[config.mk]
export PLATFORM = sky130hd
export DESIGN_NAME = data_bus_responder
export DESIGN_NICKNAME = d
export VERILOG_FILES = /design/src/rtl/data_bus_responder.sv
export SDC_FILE = /design/constraint.sdc
export NUM_CORES = 2
export LEC_CHECK = 0
export CORE_MARGIN = 2
export CORE_UTILIZATION = 40
export DETAILED_ROUTE_END_ITERATION = 7
export SYNTH_ARGS = -nofsm -noshare
export SYNTH_HDL_FRONTEND = slang
export SYNTH_SLANG_ARGS = --single-unit
[constraint.sdc]
create_clock -name clk -period 3.95 [get_ports clk]
set_input_delay 0.79 -clock clk [delete_from_list [all_inputs] [get_ports clk]]
set_output_delay 0.79 -clock clk [all_outputs]
set_load 0.01 [all_outputs]
[src/rtl/data_bus_responder.sv]
// data_bus_responder: memory-mapped slave for a small core.
// Word-addressed data RAM, a TX FIFO feeding a ready/valid consumer,
// a STATUS register with sticky overflow, and a free-running cycle counter.
module data_bus_responder #(
    parameter int RAM_WORDS  = 64,
    parameter int FIFO_DEPTH = 4
) (
    input  logic        clk,
    input  logic        reset,
    input  logic        mem_write,
    input  logic [31:0] data_addr,
    input  logic [31:0] write_data,
    output logic [31:0] read_data,
    output logic [31:0] out_data,
    output logic        out_valid,
    input  logic        out_ready
);

    localparam int RAW = $clog2(RAM_WORDS);
    localparam int PW  = $clog2(FIFO_DEPTH);
    localparam logic [PW:0] DEPTH_C = (PW + 1)'(FIFO_DEPTH);

    // Word addresses (byte address >> 2) of the register block
    localparam logic [29:0] TX_WADDR     = 30'h0000_0400;
    localparam logic [29:0] STATUS_WADDR = 30'h0000_0401;
    localparam logic [29:0] CYCLE_WADDR  = 30'h0000_0402;

    // ---------------- address decode ----------------
    logic [29:0]    word_addr;
    logic           sel_ram;
    logic           sel_tx;
    logic           sel_status;
    logic           sel_cycle;
    logic [RAW-1:0] ram_idx;
    logic           unused_addr_bits;

    assign word_addr  = data_addr[31:2];
    assign sel_ram    = (data_addr[31:8] == 24'd0);
    assign sel_tx     = (word_addr == TX_WADDR);
    assign sel_status = (word_addr == STATUS_WADDR);
    assign sel_cycle  = (word_addr == CYCLE_WADDR);
    // RAM index wraps modulo RAM_WORDS inside the 256-byte window
    assign ram_idx    = data_addr[2 +: RAW];
    // Byte-lane bits are ignored: word access only
    assign unused_addr_bits = ^data_addr[7:0];

    logic wr_ram;
    logic wr_status;
    logic wr_cycle;
    logic push_req;

    assign wr_ram    = mem_write & sel_ram;
    assign wr_status = mem_write & sel_status;
    assign wr_cycle  = mem_write & sel_cycle;
    assign push_req  = mem_write & sel_tx;

    // ---------------- data RAM ----------------
    logic [31:0] ram [RAM_WORDS];

    // RAM write port; contents are deliberately not reset
    always_ff @(posedge clk) begin
        if (wr_ram) begin
            ram[ram_idx] <= write_data;
        end
    end

    // ---------------- TX FIFO ----------------
    logic [31:0]   fifo_mem [FIFO_DEPTH];
    logic [PW-1:0] rd_ptr_reg;
    logic [PW-1:0] wr_ptr_reg;
    logic [PW:0]   count_reg;
    logic          overflow_reg;
    logic          is_full;
    logic          pop;
    logic          push_ok;

    assign is_full   = (count_reg == DEPTH_C);
    assign out_valid = (count_reg != '0);
    assign out_data  = fifo_mem[rd_ptr_reg];
    assign pop       = out_valid & out_ready;
    // When full, a push is only accepted if the head leaves in the same cycle
    assign push_ok   = push_req & (~is_full | pop);

    // FIFO storage; when full with a simultaneous pop, wr_ptr equals rd_ptr and
    // the departing head slot is reused for the new tail word
    always_ff @(posedge clk) begin
        if (push_ok) begin
            fifo_mem[wr_ptr_reg] <= write_data;
        end
    end

    // FIFO pointers, occupancy and sticky overflow flag
    always_ff @(posedge clk or negedge reset) begin
        if (!reset) begin
            rd_ptr_reg   <= '0;
            wr_ptr_reg   <= '0;
            count_reg    <= '0;
            overflow_reg <= 1'b0;
        end else begin
            if (push_ok) begin
                wr_ptr_reg <= wr_ptr_reg + PW'(1);
            end
            if (pop) begin
                rd_ptr_reg <= rd_ptr_reg + PW'(1);
            end
            case ({push_ok, pop})
                2'b10:   count_reg <= count_reg + (PW + 1)'(1);
                2'b01:   count_reg <= count_reg - (PW + 1)'(1);
                default: count_reg <= count_reg;
            endcase
            if (push_req && is_full && !pop) begin
                overflow_reg <= 1'b1;
            end else if (wr_status && write_data[8]) begin
                overflow_reg <= 1'b0;
            end
        end
    end

    // ---------------- cycle counter ----------------
    logic [31:0] cycle_reg;

    // Free-running counter; a bus write loads it instead of incrementing
    always_ff @(posedge clk or negedge reset) begin
        if (!reset) begin
            cycle_reg <= 32'd0;
        end else if (wr_cycle) begin
            cycle_reg <= write_data;
        end else begin
            cycle_reg <= cycle_reg + 32'd1;
        end
    end

    // ---------------- read mux ----------------
    logic [2:0]  count_lo;
    logic [31:0] status_word;

    assign count_lo    = 3'(count_reg);
    assign status_word = {23'd0, overflow_reg, 3'd0, count_lo, ~out_valid, is_full};

    // Combinational load path; TX_DATA and unmapped addresses read as zero
    always_comb begin
        read_data = 32'd0;
        if (sel_ram) begin
            read_data = ram[ram_idx];
        end else if (sel_status) begin
            read_data = status_word;
        end else if (sel_cycle) begin
            read_data = cycle_reg;
        end
    end

endmodule

# Yosys cells after proc, flatten, opt, wreduce, memory -nomap -nowiden

Memory sizes are Yosys's and may differ from the RTL's.
Index checks and enable logic that the tools add are counted.

Register bits: 40
RAM bits: 2,176
Output and inout bits: 65
Word-level logic and storage cells: 46
Memories: 2

Memories:

| name     | words | bits a word | rd ports | clocked after Yosys merged registers in | write ports | RTL line | source |
|---|---|---|---|---|---|---|---|
| ram      | 64    | 32          | 1        | 0                                       | 1           | 58       | `logic [31:0] ram [RAM_WORDS];` |
| fifo_mem | 4     | 32          | 1        | 0                                       | 1           | 68       | `logic [31:0] fifo_mem [FIFO_DEPTH];` |

$add $sub $neg: 5
Eq/ne operators: 6
Mux-type cells: 11
Bitwise operators: 9
Reductions and logical operators: 8

Operator list:

| cell                                              | count |
|---|---|
| 2-to-1 mux 32 bit                                 | 4 |
| == test 30 x 11 -> 1 bit (second input constant)  | 3 |
| adder 32 x 1 -> 32 bit (second input constant)    | 1 |
| zero test 24 bit                                  | 1 |
| AND 1 bit                                         | 6 |
| 2-to-1 mux 1 bit                                  | 6 |
| one-hot mux 3 bit (2 select lines)                | 1 |
| adder 2 x 1 -> 2 bit (second input constant)      | 2 |
| nonzero test 2 bit                                | 2 |
| adder 3 x 1 -> 3 bit (second input constant)      | 1 |
| == test 3 bit (second input constant)             | 1 |
| logical AND 1 bit                                 | 3 |
| nonzero test 3 bit                                | 1 |
| subtractor 3 x 1 -> 3 bit (second input constant) | 1 |
| == test 2 x 1 -> 1 bit (second input constant)    | 1 |
| == test 2 bit (second input constant)             | 1 |
| inverter 1 bit                                    | 2 |
| zero test 1 bit                                   | 1 |
| bitwise OR 1 bit                                  | 1 |

# Logic depth before layout (Yosys ltp)

Depth in word-level cells: 6
Depth in mapped cells: 14
Mapped depth without buffers: 13

# Worst setup path before layout

Ideal clock, no wire load.

Path type: input to register
Start point: in data_addr[23]
End point: mem ram[14][0] (enable)
Library setup time: 0.421 ns
Arrival: 3.447 ns
Setup slack: 0.082 ns
Stages on the path: 6
Buffers on the path: 0
Cell sequence: nor4_1 -> and4_1 -> nand3_1 -> nor3b_2 -> nand3_1 -> nor2_1

Word-level cells in the longest chain between the ends: 4

RTL lines:

| item                                   | RTL line | source |
|---|---|---|
| start, declared                        | 11       | `input logic [31:0] data_addr,` |
| zero test 24 bit                       | 38       | `assign sel_ram = (data_addr[31:8] == 24'd0);` |
| AND 1 bit                              | 52       | `assign wr_ram = mem_write & sel_ram;` |
| 2-to-1 mux 1 bit                       | 62       | `if (wr_ram) begin` |
| 2-to-1 mux 1 bit (implied by the code) | 63       | `ram[ram_idx] <= write_data;` |
| end, declared                          | 58       |  |

Every way passes these cells.

# Final worst setup path

Start point: in data_addr[4]
End point: out read_data[16]

Word-level cells in the longest chain between the ends: 4
Elaborated cells on any way between the ends: 6
Classes of those cells: eq/ne: 2; mux: 3; memory: 1

RTL lines:

| item                                                                              | RTL line | source |
|---|---|---|
| parallel branches: the longest is 3 deep, another holds memory read (64 x 32 bit) | --       |  |
| 2-to-1 mux 32 bit (*)                                                             | 143      | `if (sel_ram) begin` |
| end, declared                                                                     | 13       | `output logic [31:0] read_data,` |

Every way passes the cells marked *.

==> results.sh <==
export IMPL_worstReg2RegEnd="cycle_reg[26]$_DFF_PN0_"
export IMPL_vias=54380
export IMPL_synthArstFlopShare_pct=1.805
export IMPL_slew_headroom_pct=12.47
export IMPL_worst_setup_path_end_kind="output pin"
export IMPL_crit_end="read_data[16]"
export IMPL_multi_input_area_um2=21260
export IMPL_io_buffers=130
export IMPL_synth_cell_types=79
export IMPL_start_util_pct=40.15
export IMPL_fin_crit_ns=4.246
export IMPL_start_kind="input port"
export IMPL_syn_to_final_growth_pct=31.00
export IMPL_max_freq_ghz=0.2355
export IMPL_arrival_ns=3.46
export IMPL_cts_root_buf="clkbuf_16"
export IMPL_r2r_cells=8
export IMPL_drive_above_1_share_pct=39.51
export IMPL_yosys_area_share_simple_pct=2.553
export IMPL_core_area_um2=214200
export IMPL_synth_most_common_cell="edfxtp_1"
export IMPL_power_frac_comb_pct=10.4
export IMPL_die_w_um=467.7
export IMPL_grt_pass1_vias=51070
export IMPL_die_area_um2=218700
export IMPL_vdd_drop_max_mv=0.5092
export IMPL_netSwitchingPower_mw=12.35
export IMPL_grt_max_degree=70
export IMPL_firstDrtPassIters=6
export IMPL_violations="setup timing"
export IMPL_ys_top_cells_by_area="edfxtp_1, mux4_2, mux2i_1"
export IMPL_drv_slew=0
export IMPL_rsz0062_at_grt="yes"
export IMPL_max_stage_delay_ns=0.36
export IMPL_synth_ff_latch_count=2216
export IMPL_post_dp_hpwl_mm=209.1
export IMPL_intPower_mw=39.63
export IMPL_detail_route_antenna_nets=0
export IMPL_drt_total_wl_mm=322.0
export IMPL_leakagePower_nw=37.91
export IMPL_cts_buffers=217
export IMPL_cts_buffer_depth=3
export IMPL_startpoint="data_addr[4]"
export IMPL_synth_compound_area_share_pct=7.596
export IMPL_fill_cells=16690
export IMPL_syn_area_per_cell_um2=18.90
export IMPL_cp_common_cell="buf_12"
export IMPL_finalClockSkew_ns=0.02023
export IMPL_r2r_slack_ns=1.61
export IMPL_gp_congestion=1.002
export IMPL_tightest_slew_ns=1.313
export IMPL_finalNonFillerCells=8793
export IMPL_synthAdderAreaFrac_pct=0.1106
export IMPL_seq_power_share_pct=49.8
export IMPL_drc=0
export IMPL_maxUsedRoutingLayer="met5"
export IMPL_setup_ws_ns=-0.2962
export IMPL_syn_num_nets=4626
export IMPL_synth_area_leader_cell="edfxtp_1"
export IMPL_synthCells=4551
export IMPL_path_clk_slew_ns=0.06
export IMPL_powerDensity_nw_per_um2=461.4
export IMPL_synth_flop_cell="edfxtp_1"
export IMPL_nets=5843
export IMPL_hp_class="in -> async"
export IMPL_hold_violations=0
export IMPL_wl_met2_mm=143.6
export IMPL_grt_pass1_wl_mm=431.3
export IMPL_dieHeight_um=467.7
export IMPL_clock_power_share_pct=39.8
export IMPL_grt_overflow=0
export IMPL_wl_met3_mm=36.52
export IMPL_worst_path_max_delay_cell="mux4_2"
export IMPL_worst_path_max_fanout=8
export IMPL_yosysWarnings=0
export IMPL_vias_per_cell=6.184
export IMPL_worstPathRequired_ns=3.16
export IMPL_clock_sinks=2216
export IMPL_synthXorXnorAreaFrac_pct=0.3666
export IMPL_drtIter0Drc=9497
export IMPL_clkLatencyLatePin_ns=0.89
export IMPL_synth_seq_area_share_pct=77.15
export IMPL_synth_top_family_by_area="multiplexers"
export IMPL_finalCritPeriodShare_pct=107.5
export IMPL_synth_mux_area_share_pct=10.18
export IMPL_cap_violations=0
export IMPL_critPathKind="in -> out"
export IMPL_cp_cell_sequence="buf_16 > buf_16 > buf_12 > buf_12 > buf_12 > mux4_2 > a22o_1 > a221oi_4 > buf_4 > o221ai_4 > a2111oi_4 > buf_4 > o21ai_2 > buf_2"
export IMPL_syn_area_um2=86000
export IMPL_row_count=170
export IMPL_p_sw_share_pct=23.76
export IMPL_cts_tree="done"
export IMPL_io_pins=133
export IMPL_finalSetupTns_ns=-3.455
export IMPL_htree_levels=4
export IMPL_place_inst=8156
export IMPL_netlist_area_leader_share_pct=75.98
export IMPL_grt_usage_pct=28.75
export IMPL_wl_per_cell_um=36.62
export IMPL_yosys_top_cells_count="edfxtp_1, mux2i_1, a221oi_1"
export IMPL_ff_latch_area_um2=66340
export IMPL_synth_edf_count=2176
export IMPL_antenna_found_initial=28
export IMPL_setup_violations=30
export IMPL_largest_reg_flops=2048
export IMPL_wl_met1_mm=124.6
export IMPL_run_status="finished, violations left"
export IMPL_reg2reg_from="cycle_reg[0]$_DFF_PN0_"
[metrics by stage]
stage	power [mW]	utilization, %	cell area [µm²]	hold slack (ns)	setup WS (ns)
2_1_floorplan	28.14	-	86000	0.4476	0.08207
3_3_place_gp	30.91	46.28	99130	0.4753	-1.726
3_5_place_dp	30.93	46.28	99130	0.4774	-1.708
4_1_cts	51.77	51.50	110300	0.03802	-0.3011
5_1_grt	53.09	52.59	112600	0.09495	-0.2733
6_report	51.98	52.59	112700	0.04246	-0.2962
[power by group through the flow]
stage / Clock [mW] / Sequential (mW) / Combinational [mW]
finish: 20.7 / 25.9 / 5.40
global route: 21.7 / 25.9 / 5.51
global placement: 0 / 26.4 / 4.50
CTS: 20.8 / 25.9 / 5.06
detailed placement: 0 / 26.4 / 4.52
floorplan: 0 / 26.4 / 1.79
[placed cells by master, fill, tap and decap left out, types with 97 or more instances in the layout]
master,n
edfxtp_1,2176
buf_4,750
buf_12,245
clkbuf_16,223
mux2i_1,222
mux4_2,209
nor2_1,128
a22oi_1,122
mux2_2,113
a21oi_1,112
a221oi_1,111
buf_6,102
nand2_1,97
[per-layer routing]
metal / track usage [%] / vias to the layer above
met4: 12.64 / 6
li1: - / 21370
met5: 0 / -
met1: 40.53 / 28620
met3: 6.220 / 684
met2: 43.01 / 3698
[layout make-up]
cell class / instances / share of cell area (%)
timing repair buffer: 1294 / 12.74
antenna: 4 / 0.008885
clock buffer: 272 / 5.048
inverter: 11 / 0.06664
clock inverter: 130 / 1.223
tap: 2838 / 3.152
sequential: 2216 / 58.89
multi-input combinational: 2028 / 18.87
[worst max-delay path: cells and delay by family]
kind / cells / cell delay, ns
AO/OA/AOI/OAI: 5 / 1.06
buffers and inverters: 8 / 1.21
multiplexers: 1 / 0.36
[how the worst min path moves through the flow]
| stage | end | slack, ns | cells past startpoint |
|---|---|---|---|
| after detailed placement | overflow_reg$_DFFE_PN0P_ | 0.48 | 2 |
| after global placement | overflow_reg$_DFFE_PN0P_ | 0.48 | 2 |
| final | cycle_reg[27]$_DFF_PN0_ | 0.04 | 1 |
| after floorplan | overflow_reg$_DFFE_PN0P_ | 0.45 | 2 |
| after CTS | cycle_reg[27]$_DFF_PN0_ | 0.04 | 1 |
| after global routing | cycle_reg[27]$_DFF_PN0_ | 0.09 | 1 |
[logic make-up after synthesis]
family,after synthesis
compound gates,906
xor+xnor,36
fa+ha+maj,7
buf+inv,307
flops,2216
mux,593
simple gates,486
[repair_timing]
item,CTS,global route
hold buffers,0,0
endpoints found under the setup margin,32,32
gates cloned,17,6
setup buffers,111,126
pin swaps,109,139
gates resized for setup,722,285
No activity file was read; power rests on OpenSTA's default activity.
